<file path="src/rtl/fsmc_bus_ctrl.sv">
// FSMC transaction controller: turns front-end address/data/read events into a single
// req/ack handshake on one of NUM_MODULES user modules, with timeout and error counting.
module fsmc_bus_ctrl #(
    parameter int                    ADDR_WIDTH  = 18,
    parameter int                    DATA_WIDTH  = 16,
    parameter int                    NUM_MODULES = 2,
    parameter int                    TIMEOUT     = 8,
    parameter logic [DATA_WIDTH-1:0] ERR_WORD    = 16'hDEAD
) (
    input  logic                                    clk,
    input  logic                                    rst_n,
    input  logic [2**(ADDR_WIDTH-DATA_WIDTH)-1:0]   bus_cs,
    input  logic                                    bus_addr_en,
    input  logic [DATA_WIDTH-1:0]                   bus_data,
    input  logic                                    bus_wdata_vld,
    input  logic                                    bus_rd_act,
    output logic [DATA_WIDTH-1:0]                   mcu_rdata,
    output logic [NUM_MODULES-1:0]                  slv_req,
    output logic                                    slv_we,
    output logic [DATA_WIDTH-1:0]                   slv_addr,
    output logic [DATA_WIDTH-1:0]                   slv_wdata,
    input  logic [NUM_MODULES-1:0]                  slv_ack,
    input  logic [NUM_MODULES-1:0][DATA_WIDTH-1:0]  slv_rdata,
    output logic                                    busy,
    output logic                                    err_pulse,
    output logic [7:0]                              err_cnt
);
    localparam int CS_W  = 2**(ADDR_WIDTH-DATA_WIDTH);
    localparam int IDX_W = (CS_W > 1) ? $clog2(CS_W) : 1;
    localparam int CNT_W = $clog2(TIMEOUT);

    typedef enum logic [1:0] {IDLE, ADDR, WREQ, RREQ} state_t;

    state_t                 state, state_nxt;
    logic [IDX_W-1:0]       idx, idx_nxt, cs_idx;
    logic                   vld, vld_nxt, cs_vld;
    logic [CNT_W-1:0]       cnt, cnt_nxt;
    logic                   rd_q, rd_rise;
    logic                   ack_sel;
    logic [DATA_WIDTH-1:0]  rdata_sel;
    logic [DATA_WIDTH-1:0]  rdata_nxt, addr_nxt, wdata_nxt;
    logic                   we_nxt, err_nxt;
    logic [NUM_MODULES-1:0] req_nxt;

    assign rd_rise = bus_rd_act & ~rd_q;

    // Lowest set bit of bus_cs wins; ack/rdata are muxed from the latched index.
    always_comb begin
        cs_idx = '0;
        for (int i = CS_W - 1; i >= 0; i--)
            if (bus_cs[i]) cs_idx = IDX_W'(i);
        cs_vld    = (bus_cs != '0) && (int'(cs_idx) < NUM_MODULES);
        ack_sel   = 1'b0;
        rdata_sel = '0;
        for (int m = 0; m < NUM_MODULES; m++)
            if (int'(idx) == m) begin
                ack_sel   = slv_ack[m];
                rdata_sel = slv_rdata[m];
            end
    end

    always_comb begin
        state_nxt = state;
        idx_nxt   = idx;
        vld_nxt   = vld;
        cnt_nxt   = cnt;
        rdata_nxt = mcu_rdata;
        addr_nxt  = slv_addr;
        wdata_nxt = slv_wdata;
        we_nxt    = slv_we;
        err_nxt   = 1'b0;
        case (state)
            IDLE: if (bus_addr_en) begin
                addr_nxt = bus_data; idx_nxt = cs_idx; vld_nxt = cs_vld;
                state_nxt = ADDR;
            end
            ADDR: begin
                if (bus_addr_en) begin
                    addr_nxt = bus_data; idx_nxt = cs_idx; vld_nxt = cs_vld;
                end else if (bus_wdata_vld) begin
                    if (vld) begin
                        wdata_nxt = bus_data; we_nxt = 1'b1; cnt_nxt = '0;
                        state_nxt = WREQ;
                        err_nxt   = rd_rise;   // simultaneous read loses to the write
                    end else begin
                        err_nxt = 1'b1; state_nxt = IDLE;
                    end
                end else if (rd_rise) begin
                    if (vld) begin
                        we_nxt = 1'b0; cnt_nxt = '0; state_nxt = RREQ;
                    end else begin
                        err_nxt = 1'b1; rdata_nxt = ERR_WORD; state_nxt = IDLE;
                    end
                end
            end
            WREQ, RREQ: begin
                cnt_nxt = cnt + 1'b1;
                if (ack_sel) begin
                    if (state == RREQ) rdata_nxt = rdata_sel;
                    state_nxt = IDLE;
                    if (bus_addr_en) begin
                        addr_nxt = bus_data; idx_nxt = cs_idx; vld_nxt = cs_vld;
                        state_nxt = ADDR;
                    end
                end else if (bus_addr_en) begin
                    err_nxt  = 1'b1;
                    addr_nxt = bus_data; idx_nxt = cs_idx; vld_nxt = cs_vld;
                    state_nxt = ADDR;
                end else if (cnt == CNT_W'(TIMEOUT - 1)) begin
                    err_nxt = 1'b1;
                    if (state == RREQ) rdata_nxt = ERR_WORD;
                    state_nxt = IDLE;
                end
            end
            default: state_nxt = IDLE;
        endcase
        req_nxt = '0;
        for (int m = 0; m < NUM_MODULES; m++)
            req_nxt[m] = ((state_nxt == WREQ) || (state_nxt == RREQ)) && (int'(idx_nxt) == m);
    end

    always_ff @(posedge clk or negedge rst_n) begin
        if (!rst_n) begin
            state     <= IDLE;
            idx       <= '0;
            vld       <= 1'b0;
            cnt       <= '0;
            rd_q      <= 1'b0;
            mcu_rdata <= '0;
            slv_req   <= '0;
            slv_we    <= 1'b0;
            slv_addr  <= '0;
            slv_wdata <= '0;
            busy      <= 1'b0;
            err_pulse <= 1'b0;
            err_cnt   <= '0;
        end else begin
            state     <= state_nxt;
            idx       <= idx_nxt;
            vld       <= vld_nxt;
            cnt       <= cnt_nxt;
            rd_q      <= bus_rd_act;
            mcu_rdata <= rdata_nxt;
            slv_req   <= req_nxt;
            slv_we    <= we_nxt;
            slv_addr  <= addr_nxt;
            slv_wdata <= wdata_nxt;
            busy      <= (state_nxt == WREQ) || (state_nxt == RREQ);
            err_pulse <= err_nxt;
            if (err_nxt && (err_cnt != 8'hFF)) err_cnt <= err_cnt + 8'd1;
        end
    end
endmodule

</file>
<file path="config.mk">
export PLATFORM = sky130hd
export DESIGN_NAME = fsmc_bus_ctrl
export DESIGN_NICKNAME = d
export VERILOG_FILES = /design/src/rtl/fsmc_bus_ctrl.sv
export SDC_FILE = /design/constraint.sdc
export NUM_CORES = 1
export LEC_CHECK = 0
export CELL_PAD_IN_SITES_DETAIL_PLACEMENT = 1
export CELL_PAD_IN_SITES_GLOBAL_PLACEMENT = 2
export CORE_MARGIN = 5
export CORE_UTILIZATION = 28
export CTS_CLUSTER_DIAMETER = 50
export DETAILED_ROUTE_END_ITERATION = 8
export PLACE_DENSITY = 0.81
export RECOVER_POWER = 25
export REMOVE_ABC_BUFFERS = 1
export SLEW_MARGIN = 25
export SYNTH_ARGS = -nofsm -noshare
export SYNTH_HDL_FRONTEND = slang
export SYNTH_SLANG_ARGS = --single-unit
</file>
<file path="constraint.sdc">
create_clock -name clk -period 2.4 [get_ports clk]
set_input_delay 0.36 -clock clk [delete_from_list [all_inputs] [get_ports clk]]
set_output_delay 0.36 -clock clk [all_outputs]
set_load 0.02 [all_outputs]
</file>
# Word level (Yosys, flattened, before mapping)
# Cells that the tools add are included.
# Widths: inputs -> output; s select.
[word_totals]
n_memories = 0
input_bits = 59
wordCells = 107
register_bits = 70
out_inout_bits = 61
latch_bits = 0
ram_bits = 0
rom_bits = 0
[op_classes]
bitwise = 3
multipliers = 0
n_mux = 53
n_shift = 0
n_eq_ne = 18
n_reduce_logical = 17
div_mod_pow = 0
order_cmp = 1
addsub = 2
[op_table]
columns = ["op", "n"]
rows = [
  ["$mux 16", 13],
  ["$pmux 16 s2", 1],
  ["$mux 2", 15],
  ["$mux 1", 17],
  ["$eq 2x2->1 const B", 6],
  ["$mux 3", 4],
  ["$ne 2x2->1 const B", 5],
  ["$ne 3x3->1 const B", 3],
  ["$add 8x1->8 const B", 1],
  ["$ne 8x8->1 const B", 1],
  ["$reduce_and 4->1", 2],
  ["$reduce_and 8->1", 1],
  ["$logic_not 2->1", 3],
  ["$pmux 2 s3", 1],
  ["$pmux 3 s2", 1],
  ["$logic_and 1x1->1", 4],
  ["$reduce_bool 2->1", 2],
  ["$reduce_bool 4->1", 1],
  ["$reduce_or 4->1", 1],
  ["$add 3x1->3 const B", 1],
  ["$eq 3x3->1 const B", 1],
  ["$reduce_and 3->1", 1],
  ["$eq 2x1->1 const B", 1],
  ["$lt 2x2->1 const B", 1],
  ["6 further kinds", 7],
]

# Depth between registers and ports, before layout
# Gate-level depths: netlist (run 1).
[logic_depth]
word_depth = 9
mapped_depth = 7
mapped_depth_nobuf = 6

# Least setup slack after synthesis (run 1)
# No wires, ideal clock.
[synth_path]
kind = "register to register"
from = "reg busy (netlist name)"
to = "reg err_cnt[6]"
period_less_slack_ps = 1716
t_arrival_ps = 1591
stages_incl_launch_ff = 8
required_ps = 2275
path_slack_ps = 684
setup_time_ps = 125
path_buffers = 2
cell_sequence = "dfrtp_1 buf_2 nor2_1 o211ai_1 o22ai_2 buf_6 nand4_2 mux2_4"
[synth_lines]
columns = ["element", "line_no", "rtl"]
rows = [
  ["to (signal assigned)", "150", "if (err_nxt && (err_cnt != 8'hFF)) err_cnt <= err_cnt + 8'd1;"],
  ["to (decl)", "26", "output logic [7:0] err_cnt"],
]

# Worst setup path in the final report (run 1)
[layout_path]
from = "reg busy"
to = "out busy"
[layout_lines]
columns = ["element", "line_no", "rtl"]
rows = [
  ["from (decl)", "24", "output logic busy,"],
  ["from (signal assigned)", "148", "busy <= (state_nxt == WREQ) || (state_nxt == RREQ);"],
]
# No word-level cell between the ends.

==> out/metrics.csv, run 1 <==
stage;metric;value;unit
power;pwr-share-clk;0.263;
layout;mostFrequentLayoutCell;clkdlybuf4s50_1;
setup_path;cp_top_family;buffers and inverters;
detailed_routing;wirelength;8640;um
sta;maxSlewViolCount;70;
detailed_routing;routed_via_density;4.69;
sta;fmax;497;MHz
yosys;ys_seq_area_frac;0.554;
power;power_density;811;mW/mm2
setup_path;cp_cell_sequence;clkdlybuf4s50_1;
place;postPlaceCellArea;0.00445;mm2
sta;clock_skew;11.2;ps
die;rows;38;
detailed_routing;drt_iter0_drc;60;
yosys;synth.top_cells.by_area;dfrtp_1, mux2_2, mux2_4;
sta;max-slew-margin-rel;-0.170;
layout;antenna_cells;0;
die;die_area;0.0133;mm2
power;p_sw;1.25;mW
power;seq_power_share;0.412;
power;combPwrFrac;0.325;
yosys;syn_avg_cell_area;13.1;um2
layout;drive_gt1_frac;0.209;
die;die_w;115;um
clock_network;clk_pin_slew;80;ps
yosys;syn_inst;237;
setup_path;cp.arrival;1650;ps
status;status;finished with violations;
die;core_area;0.0109;mm2
global_route;grt_pass1_vias;2633;
detailed_routing;ant_nets;0;
layout;fin_area;0.00465;mm2
place;numPortBuffers;119;
status;violations;capacitance limit, slew limit;
setup_path;start_kind;register;
global_route;grt_use_total;0.132;
detailed_routing;route.detailed.drc;0;
yosys;synth_warnings;0;
place;gp_congestion;0.764;
setup_path;crit_fanout;11;
power;switching_share;0.331;
clock_network;postCtsHoldBufs;0;
clock_network;numCtsBuffers;9;
sta;tightest_slew;1760;ps
layout;layout.nets;421;
layout;final_util;0.427;
sta;setup_violations;0;
power;vdd_drop_max;0.000449;V
yosys;synth.distinct_cells;40;
sta;fin_crit_sh;0.839;
die;die_y;115;um
global_route;grt_overflow;0;
clock_network;cts.path.max_buffers;2;
place;hpwl;6330;um
hold_path;hp-class;primary input to asynchronous set/reset pin;
sta;timing.final.crit_period;2010;ps
yosys;ys_ff_latch;69;
yosys;synth_top_area_frac;0.554;
yosys;synth_area_leader_cell;dfrtp_1;
setup_path;cp-end-kind;primary output;
setup_path;criticalPathCategory;register to primary output;
setup_path;slowest_delay;720;ps
die;io_pins;120;
global_route;grt_pass1_wl;13900;um
clock_network;clkSinkCount;69;
clock_network;cts_resized;0;
power;power.leakage;1.92;nW
yosys;syn-cell-area;0.00311;mm2
setup_path;worstPathRequired;2040;ps
setup_path;cp.buffers_inverters;1;
sta;rsz0062_at_grt;false;
layout;fillers;1165;
detailed_routing;drt-pass1-iter-count;2;
detailed_routing;num_vias;2366;
global_route;antenna_found_initial;0;
clock_network;cts_setup_buffers;0;
clock_network;cts_root_buf;clkbuf_8;
flow_run;drv_cap;1;
layout;syn_to_final_growth;49.5;%
global_route;grt_max_degree;70;
clock_network;cts_tree;built;
clock_network;htreeDepth;3;
clock_network;clock_latency;340;ps
die;initial_core_util;0.286;
power;p_int;2.53;mW
sta;finalHoldViolCount;0;
setup_path;cpMaxStageDelayCell;clkdlybuf4s50_1;
detailed_routing;post_drt_wl_per_cell;17.1;um
layout;final_cell_mix;clkdlybuf4s50_1, dfrtp_1, mux2_2, mux2i_1, o21ai_0;
==> registers in the layout, indices dropped and copies added (netlist names), 2 cells and up <==
name	count
cnt	3
err_cnt	8
idx	2
mcu_rdata	16
slv_addr	16
slv_req	2
slv_wdata	16
==> cells in the mapped netlist, drive strengths merged <==
master  number
o21a         1
o221ai       1
mux2i       17
clkbuf       3
inv          4
nor2         5
a31oi        2
buf         10
nor3         2
xor2         1
a21o         1
o22ai        1
nor4         1
or2          2
ha           3
a21oi        7
dfrtp       69
o211ai       3
and3         4
nand2       13
nor2b        2
or3          1
xnor2        2
nand4        2
a41oi        1
a311oi       1
mux2        46
o31ai        7
a21boi       1
nand3        4
o21ai       16
nand2b       3
nor3b        1
==> logic make-up (layout without fill, tap and decap cells) <==
family,count (synthesis),after routing,share of synthesized area
AO/OA/AOI/OAI,42,42,0.0880
buffers and inverters,17,144,0.0293
XOR/XNOR,3,3,0.00844
adder cells (fa/ha/maj),3,3,0.0121
AND/OR/NAND/NOR,40,40,0.0695
multiplexers,63,63,0.238
flip-flops,69,69,0.554
==> area by class of cell <==
| class | count | area, um2 | area share |
|---|---|---|---|
| clock buffers | 9 | 124 | 0.0266 |
| clock inverters | 7 | 81.3 | 0.0175 |
| inverters | 4 | 15.0 | 0.00323 |
| multi-input cells | 151 | 1300 | 0.278 |
| flip-flops and latches | 69 | 1730 | 0.371 |
| well taps | 140 | 175 | 0.0376 |
| repair buffers | 124 | 1240 | 0.266 |
==> path summary, 6_finish.rpt <==
check / start / endpoint / slack, ps / depth (start not counted)
worst max-delay path: busy / busy / 390 / 1
worst min-delay path: rst_n / mcu_rdata[1] / 480 / 1
worst max register to register: cnt[0] / mcu_rdata[9] / 520 / 6
worst min register to register: mcu_rdata[1] / mcu_rdata[1] / 480 / 2
max in group asynchronous: rst_n / slv_wdata[10] / 870 / 1
min in group clk: mcu_rdata[1] / mcu_rdata[1] / 480 / 2
==> power groups by stage <==
| stage | clock [mW] | sequential, mW | combinational (mW) |
|---|---|---|---|
| 2_1_floorplan | 0 | 1.80 | 0.344 |
| 3_3_place_gp | 0 | 1.56 | 1.22 |
| 3_5_place_dp | 0 | 1.58 | 1.24 |
| 4_1_cts | 1.04 | 1.56 | 1.25 |
| 5_1_grt | 1.09 | 1.59 | 1.32 |
| 6_report | 0.993 | 1.56 | 1.23 |
==> layer usage <==
| layer | wire, um | GRT usage | vias to the layer above |
|---|---|---|---|
| li1 | - | - | 1097 |
| met1 | 3630 | 0.162 | 1172 |
| met2 | 4050 | 0.212 | 87 |
| met4 | 121 | 0.0399 | 0 |
| met3 | 841 | 0.0554 | 10 |
| met5 | 0 | 0 | - |
==> through the flow <==
stage          cells  setup TNS (ps)  hold slack (ps)  total power [mW]  setup WS, ps
6_report         504               0              477              3.77           386
5_1_grt          504               0              511              4.00           265
3_3_place_gp     488               0              460              2.78           238
3_5_place_dp     488               0              471              2.83           145
4_1_cts          504               0              177              3.85           340
2_1_floorplan    224           -1530             64.4              2.14          -194
No activity file was read; power rests on OpenSTA's default activity.
==> run 2: changes to the inputs <==
- clock period: 2.4 -> 2 ns (I/O delays scaled with it)
==> out/metrics.csv, run 2 (synthesis gave the netlist of run 1 again) <==
stage;metric;value;unit
status;status;finished clean;
clock_network;clock_latency;350;ps
sta;worst_slack;158;ps
detailed_routing;wirelength;8700;um
place;place_inst;498;
setup_path;worstPathRequired;2230;ps
place;post-place-ws;-5.15;ps
layout;fin_area;0.00475;mm2
global_route;grt_use_total;0.136;
global_route;busiest_layer;met2;
die;die_w;115;um
detailed_routing;routed_via_density;4.68;
global_route;grt_pass1_vias;2765;
sta;tightest_slew;852;ps
detailed_routing;drt-pass1-iter-count;5;
hold_path;hp-class;register to register;
die;die_y;115;um
global_route;met3_usage;0.0648;
place;postPlaceCellArea;0.00455;mm2
sta;finalHoldViolCount;0;
sta;clock_skew;15.0;ps
power;power_density;959;mW/mm2
layout;stdcell_count;515;
clock_network;clk_pin_slew;70;ps
power;vdd_drop_max;0.000561;V
detailed_routing;route.detailed.drc;0;
setup_path;cp.buffers_inverters;1;
sta;max-slew-margin-rel;0.432;
detailed_routing;drt_iter0_drc;45;
place;numPortBuffers;119;
clock_network;numCtsBuffers;9;
sta;setup_violations;0;
detailed_routing;num_vias;2408;
sta;fmax;543;MHz
layout;mostFrequentLayoutCell;clkdlybuf4s50_1;
clock_network;cts_tree;built;
setup_path;cp_cell_sequence;ha_1 -> ha_1 -> nor2b_1 -> o221ai_2 -> buf_12 -> mux2_2;
setup_path;start_kind;register;
layout;syn_to_final_growth;52.6;%
global_route;grt_max_degree;36;
sta;maxSlewViolCount;0;
clock_network;cts.path.max_buffers;2;
die;die_area;0.0133;mm2
clock_network;cts_root_buf;clkbuf_8;
power;power.leakage;1.97;nW
layout;final_cell_mix;clkdlybuf4s50_1, dfrtp_1, mux2_2, mux2i_1, o21ai_0;
setup_path;crit_fanout;21;
place;gp_congestion;0.735;
flow_run;drv_cap;0;
global_route;grt_overflow;0;
place;hpwl;6540;um
sta;hold_ws;477;ps
layout;layout.nets;432;
setup_path;criticalPathCategory;register to register;
die;io_pins;120;
die;core_area;0.0109;mm2
setup_path;cpMaxStageDelayCell;dfrtp_1;
setup_path;critical_path.most_common_cell;ha_1;
sta;fin_crit_sh;0.921;
layout;top_regs;mcu_rdata (16), slv_addr (16), slv_wdata (16);
setup_path;cp-end-kind;register;
detailed_routing;ant_nets;0;
detailed_routing;post_drt_wl_per_cell;16.9;um
global_route;grt_pass1_wl;14200;um
setup_path;slowest_delay;400;ps
layout;drive_gt1_frac;0.229;
clock_network;clkSinkCount;69;
global_route;antenna_found_initial;0;
layout;antenna_cells;0;
die;initial_core_util;0.286;
global_route;grt_util_met1;0.164;
setup_path;cp.arrival;2070;ps
die;rows;38;
sta;timing.final.crit_period;1840;ps
global_route;gr-usage-met2;0.212;
sta;rsz0062_at_grt;false;
clock_network;htreeDepth;3;
setup_path;cp_top_family;adder cells;
run 2: per-stage QoR:
stage / utilization / TNS [ps] / total power, mW
after floorplan: - / -8550 / 2.57
after global placement: 0.418 / 0 / 3.37
after detailed placement: 0.418 / -12.5 / 3.42
after CTS: 0.438 / 0 / 4.63
after global routing: 0.437 / 0 / 4.82
final: 0.437 / 0 / 4.56
run 2: layer usage:
| metal | up-vias | share of wire |
|---|---|---|
| li1 | 1119 | - |
| met1 | 1176 | 0.42 |
| met2 | 96 | 0.45 |
| met3 | 17 | 0.11 |
| met4 | 0 | 0.024 |
| met5 | - | 0 |
run 2: worst paths after layout:
| check | from | endpoint | slack [ps] | depth (start not counted) |
|---|---|---|---|---|
| min in group asynchronous | rst_n | mcu_rdata[1] | 600 | 2 |
| min reg2reg | mcu_rdata[13] | mcu_rdata[13] | 480 | 2 |
| min | mcu_rdata[13] | mcu_rdata[13] | 480 | 2 |
| max in group asynchronous | rst_n | slv_wdata[5] | 400 | 3 |
| max | cnt[0] | mcu_rdata[9] | 160 | 6 |
| max reg2reg | cnt[0] | mcu_rdata[9] | 160 | 6 |
run 2: layout make-up:
| type | instances | area, um2 |
|---|---|---|
| flip-flops and latches | 69 | 1730 |
| clock inverters | 6 | 71.3 |
| well taps | 140 | 175 |
| multi-input cells | 151 | 1300 |
| inverters | 4 | 15.0 |
| clock buffers | 10 | 138 |
| fillers | 1169 | 6130 |
| repair buffers | 135 | 1330 |
run 2: what timing repair did:
action	in CTS	in global routing
gates resized for setup	0	0
setup buffers	0	0
hold endpoints to repair	32	0
hold buffers	1	0
run 2: worst reg2reg max path: cells and delay by family (launching register included):
kind | cells | cell delay [ps]
and+or+nand+nor | 1 | 140
muxes | 1 | 340
buffers and inverters | 1 | 210
DFF | 1 | 400
adders and majority gates | 2 | 420
AOI/OAI and AO/OA | 1 | 210
run 2: power by group:
part           internal, mW  total (mW)  switching (mW)  leakage [nW]
logic                 0.801        1.51           0.709          1.06
clock network         0.618        1.19           0.568        0.0991
registers              1.66        1.86           0.205         0.814
